### src/rtl/mux_scan_reg.sv
// rtl/mux_scan_reg.sv - registered N-channel mux with manual select and auto-scan modes
module mux_scan_reg #(
    parameter int WIDTH    = 4,
    parameter int CHANNELS = 4,
    parameter int DWELL    = 1,
    localparam int SEL_W   = $clog2(CHANNELS),
    localparam int DC_W    = $clog2(DWELL + 1)
) (
    input  logic                      clk,
    input  logic                      rst,
    input  logic                      en,
    input  logic                      mode,
    input  logic [SEL_W-1:0]          sel,
    input  logic [CHANNELS*WIDTH-1:0] d,
    output logic [WIDTH-1:0]          q,
    output logic [SEL_W-1:0]          q_ch,
    output logic                      q_valid,
    output logic                      wrap
);

    // Slots beyond CHANNELS read as zero so an out-of-range select yields q=0.
    localparam int NSLOT = 1 << SEL_W;
    localparam logic [SEL_W:0]   CH_COUNT = CHANNELS[SEL_W:0];
    localparam logic [SEL_W-1:0] CH_LAST  = SEL_W'(CHANNELS - 1);
    localparam logic [DC_W-1:0]  DC_LAST  = DC_W'(DWELL - 1);

    logic [WIDTH-1:0] slot [NSLOT];

    // Unpack the channel bus, padding unused slots with zero.
    for (genvar i = 0; i < NSLOT; i++) begin : g_slot
        if (i < CHANNELS) begin : g_real
            assign slot[i] = d[i*WIDTH +: WIDTH];
        end else begin : g_pad
            assign slot[i] = '0;
        end
    end

    logic [SEL_W-1:0] ch;
    logic [DC_W-1:0]  dc;
    logic             mode_d;
    logic             armed;

    logic             restart;
    logic [SEL_W-1:0] eff_ch;
    logic [DC_W-1:0]  eff_dc;
    logic [SEL_W-1:0] next_ch;
    logic [DC_W-1:0]  next_dc;
    logic             scan_last;
    logic             sel_ok;

    // Scan position actually sampled this edge (forced to 0/0 on scan entry) and its successor.
    always_comb begin
        restart   = ~mode_d | armed;
        eff_ch    = restart ? '0 : ch;
        eff_dc    = restart ? '0 : dc;
        scan_last = (eff_ch == CH_LAST) && (eff_dc == DC_LAST);
        sel_ok    = ({1'b0, sel} < CH_COUNT);
        next_ch   = eff_ch;
        next_dc   = eff_dc + DC_W'(1);
        if (eff_dc == DC_LAST) begin
            next_dc = '0;
            next_ch = (eff_ch == CH_LAST) ? '0 : eff_ch + SEL_W'(1);
        end
    end

    // Output register plus scan counter, mode history and restart flag.
    always_ff @(posedge clk) begin
        if (rst) begin
            q       <= '0;
            q_ch    <= '0;
            q_valid <= 1'b0;
            wrap    <= 1'b0;
            ch      <= '0;
            dc      <= '0;
            mode_d  <= 1'b0;
            armed   <= 1'b0;
        end else begin
            mode_d <= mode;
            if (en) begin
                if (!mode) begin
                    q       <= slot[sel];
                    q_ch    <= sel;
                    q_valid <= sel_ok;
                    wrap    <= 1'b0;
                    ch      <= '0;
                    dc      <= '0;
                    armed   <= 1'b0;
                end else begin
                    q       <= slot[eff_ch];
                    q_ch    <= eff_ch;
                    q_valid <= 1'b1;
                    wrap    <= scan_last;
                    ch      <= next_ch;
                    dc      <= next_dc;
                    armed   <= 1'b0;
                end
            end else begin
                q_valid <= 1'b0;
                wrap    <= 1'b0;
                armed   <= armed | (mode & ~mode_d);
            end
        end
    end

endmodule
### config.mk
export PLATFORM = sky130hd
export DESIGN_NAME = mux_scan_reg
export DESIGN_NICKNAME = d
export VERILOG_FILES = /design/src/rtl/mux_scan_reg.sv
export SDC_FILE = /design/constraint.sdc
export NUM_CORES = 1
export LEC_CHECK = 0
export CAP_MARGIN = 25
export CORE_UTILIZATION = 42
export CTS_CLUSTER_SIZE = 12
export DETAILED_ROUTE_END_ITERATION = 8
export PLACE_DENSITY = 0.78
export SKIP_CTS_REPAIR_TIMING = 1
export SLEW_MARGIN = 0
export SYNTH_ARGS = -nofsm -noshare
export SYNTH_HDL_FRONTEND = slang
export SYNTH_SLANG_ARGS = --single-unit
### constraint.sdc
create_clock -name clk -period 1.55 [get_ports clk]
set_input_delay 0.465 -clock clk [delete_from_list [all_inputs] [get_ports clk]]
set_output_delay 0.465 -clock clk [all_outputs]
set_load 0.02 [all_outputs]
==> impl_metrics.py <==
metrics = {
    "finish": {
        "nets": 147,
        "nFillCells": 131,
        "n_antenna_cell": 0,
        "layout-area-overhead-vs-synth_pct": 50.3,
        "fin_cells": 138,
        "finish.instance_area_um2": 1120,
        "post_route_cells_drive_above_1_share_pct": 19.7,
        "final_util_pct": 71.3,
    },
    "die": {
        "die_w_um": 44.2,
        "rows": 14,
        "dieArea_um2": 1950,
        "fp.dieH_um": 44.2,
        "start_util_pct": 47.5,
        "boundaryPins": 30,
        "design.core.area_um2": 1580,
    },
    "synth": {
        "synth_nets": 110,
        "synth-warning-count": 0,
        "syn_avg_cell_area_um2": 8.60,
        "synthArstFlopShare_pct": 0,
        "netlist_instances": 87,
        "synthTopCellsByArea": "sky130_fd_sc_hd__dfxtp_1, sky130_fd_sc_hd__mux2_2, sky130_fd_sc_hd__mux2i_1, sky130_fd_sc_hd__nor2_1, sky130_fd_sc_hd__nand2_1",
        "yosysUniqueCellTypes": 25,
        "synth-edff-count": 0,
        "synthFlopType": "sky130_fd_sc_hd__dfxtp_1",
        "mappedNetlistArea_um2": 748,
        "synthDominantCellAreaShare_pct": 32.1,
        "yosys_register_bits": 12,
        "synth.yosys.seq_area_share_pct": 32.1,
        "netlist.top_cell.by_area": "sky130_fd_sc_hd__dfxtp_1",
    },
    "worst_setup_path": {
        "worstReg2RegStart": "ch[0]$_SDFFE_PP0P_",
        "timing.reg2reg.setup_slack_ns": 0.17,
        "cp_slowest_stage_delay_ns": 0.54,
        "timing.critical_path.to_type": "flip-flop",
        "critical_path.max_fanout": 4,
        "arrival_ns": 1.58,
        "worstRegToRegCells": 4,
        "worst_r2r_end": "q[3]$_SDFFE_PP0P_",
        "cp_cell_sequence": "clkdlybuf4s50_1, nor3b_1, buf_4, nand2_1, o211ai_1, a21oi_1",
        "kind_of_critical_path": "in -> reg",
        "critPathSlowestCell": "sky130_fd_sc_hd__clkdlybuf4s50_1",
        "worst_setup_path_start_kind": "primary input",
        "cp.required_ns": 1.70,
    },
    "placement": {
        "place.gp.congestion": 0.806,
        "number_of_i_o_port_buffers": 29,
        "dpl_worst_slack_ns": -0.282,
        "placedCellCount": 135,
        "dpl_cell_area_um2": 1080,
        "detailed_place_hpwl_um": 1600,
    },
    "power": {
        "p_seq_share_pct": 45.8,
        "power_frac_clock_pct": 25.3,
        "combPwrFrac_pct": 28.9,
        "p_sw_w": 0.000195,
        "finalPower_w": 0.000733,
        "cellLeakagePower_nw": 0.561,
        "switching_share_pct": 26.6,
        "p_int_w": 0.000538,
        "vdd.ir_drop.worst_v": 0.000498,
        "p_per_area_nw_per_um2": 651,
    },
    "drt": {
        "vias_per_std_cell": 5.44,
        "wl_um": 2060,
        "drt.antenna.violating_nets": 0,
        "routedWlPerCell_um": 14.9,
        "drt_pass1_iterations": 6,
        "drt_drc_violations_left": 0,
        "route.vias.total": 751,
        "drt-initial-drc-count": 24,
    },
    "clocking": {
        "clock_insertion_delay_worst_skew_ns": 0.27,
        "cts_root_buffer": "sky130_fd_sc_hd__clkbuf_4",
        "cts_buffer_depth": 2,
        "cts_tree": "yes",
        "clock-sinks": 12,
        "cts-buffers-inserted": 3,
        "clock_tree.htree_level_count": 1,
        "clk_pin_slew_worst_paths_ns": 0.07,
    },
    "timing": {
        "post_route_skew_ns": 0.00298,
        "timing.final.ws_setup_ns": 0.120,
        "final_min_period_over_clock_period_pct": 92.3,
        "report.final.setup_viol": 0,
        "fin_hold_viols": 0,
        "report.final.slew_viol_count": 0,
        "max_slew_margin_pct": 72.6,
        "worst_pin_slew_ns": 0.410,
        "achievable-frequency_ghz": 0.699,
        "period_minus_ws_final_ns": 1.43,
        "rsz0062_at_grt": "false",
    },
    "status": {
        "status": "finished, final reports clean",
    },
    "global_routing": {
        "antenna_found_initial": 0,
        "grt_start_max_net_pins": 15,
        "grt_pass1_vias": 741,
        "globalRouteTotalUtil_pct": 22.4,
        "grt_first_pass_wirelength_um": 3220,
        "global_route.overflow_total": 0,
    },
    "min_path": {
        "hold_depth": 2,
        "worst_hold_end": "q_ch[0]$_SDFFE_PP0P_",
        "worst_hold_path_type": "reg -> reg",
        "holdCritStartpoint": "q_ch[0]$_SDFFE_PP0P_",
    },
    "job": {
        "cap_violations": 0,
    },
}
-- cells in the mapped netlist, drive strengths merged (2+ instances only) --
cell,count
a211oi,2
a221oi,4
mux2i,5
mux2,8
nand2,10
nor2,12
inv,2
nor3b,3
dfxtp,12
o211ai,4
clkbuf,2
nor2b,2
nand3,2
nand3b,2
a21oi,7
buf,4
-- through the flow --
step | TNS [ns] | hold slack, ns
floorplan | 0 | 0.478
detailed placement | -1.38 | 0.478
CTS | -0.937 | 0.488
global route | 0 | 0.505
global placement | -1.20 | 0.475
finish | 0 | 0.482
-- critical path, delay by kind of cell --
family                 cells  cell delay, ns
AND/OR/NAND/NOR            2            0.25
buffers and inverters      2            0.71
AO/OA/AOI/OAI              2            0.16
-- placed cells by master, fill, tap and decap left out, types with 2 or more instances in the layout --
master | netlist | layout
sky130_fd_sc_hd__mux2_2 | 8 | 8
sky130_fd_sc_hd__nor2b_1 | 2 | 2
sky130_fd_sc_hd__dfxtp_1 | 12 | 12
sky130_fd_sc_hd__buf_4 | 0 | 9
sky130_fd_sc_hd__a21oi_1 | 7 | 7
sky130_fd_sc_hd__nand3_1 | 2 | 2
sky130_fd_sc_hd__a221oi_1 | 4 | 4
sky130_fd_sc_hd__nor2_1 | 11 | 11
sky130_fd_sc_hd__nor3b_1 | 2 | 2
sky130_fd_sc_hd__inv_1 | 2 | 2
sky130_fd_sc_hd__clkdlybuf4s50_1 | 0 | 20
sky130_fd_sc_hd__nand2_1 | 10 | 10
sky130_fd_sc_hd__mux2i_1 | 5 | 5
sky130_fd_sc_hd__o211ai_1 | 4 | 4
sky130_fd_sc_hd__clkbuf_4 | 0 | 3
sky130_fd_sc_hd__dlymetal6s2s_1 | 0 | 9
sky130_fd_sc_hd__a211oi_1 | 2 | 2
sky130_fd_sc_hd__nand3b_1 | 2 | 2
-- kinds of logic after synthesis --
logic type | share of synthesized area, %
AND/OR/NAND/NOR | 24.2
AO/OA/AOI/OAI | 16.1
multiplexers | 18.7
flip-flops | 32.1
buffers and inverters | 7.19
adder cells (fa/ha/maj) | 1.67
-- metal layers --
layer | global-route usage (%) | vias up | routed length [um]
met5 | 0 | - | 0
met4 | 4.85 | 0 | 17
met3 | 6.53 | 2 | 98
met2 | 38.2 | 23 | 1020
met1 | 27.8 | 342 | 916
li1 | - | 384 | -
-- how the worst max path moves through the flow --
stage                              to  cells past startpoint  slack, ns                 start
detailed placement  q[1]$_SDFFE_PP0P_                      4      -0.28                sel[1]
floorplan           q[0]$_SDFFE_PP0P_                      4       0.23                sel[1]
finish              q[1]$_SDFFE_PP0P_                      6       0.12                    en
global placement    q[0]$_SDFFE_PP0P_                      4      -0.26                sel[1]
CTS                           q_ch[1]                      1      -0.13  q_ch[1]$_SDFFE_PP0P_
global route        q[3]$_SDFFE_PP0P_                      4       0.06                  mode
-- final cells by class --
cell class	count	area, um^2	share of cell area (%)
Multi-Input combinational cell	67	454	40.4
Timing Repair Buffer	38	380	33.8
Sequential cell	12	240	21.4
Clock buffer	3	22.5	2.00
Tap cell	16	20.0	1.78
Inverter	2	7.51	0.667
-- power groups by stage --
stage           logic, W  registers [W]  clock network [W]
2_1_floorplan  0.0000906       0.000358                  0
3_3_place_gp    0.000209       0.000342                  0
3_5_place_dp    0.000214       0.000343                  0
4_1_cts         0.000215       0.000336           0.000192
5_1_grt         0.000227       0.000337           0.000206
6_report        0.000212       0.000335           0.000186
-- flip-flops by register name, summed over array words and instances, names as in the netlist --
| register | count |
|---|---|
| armed | 1 |
| ch | 2 |
| mode_d | 1 |
| q | 4 |
| q_ch | 2 |
| q_valid | 1 |
| wrap | 1 |
Power figures use the tool's default switching activity.
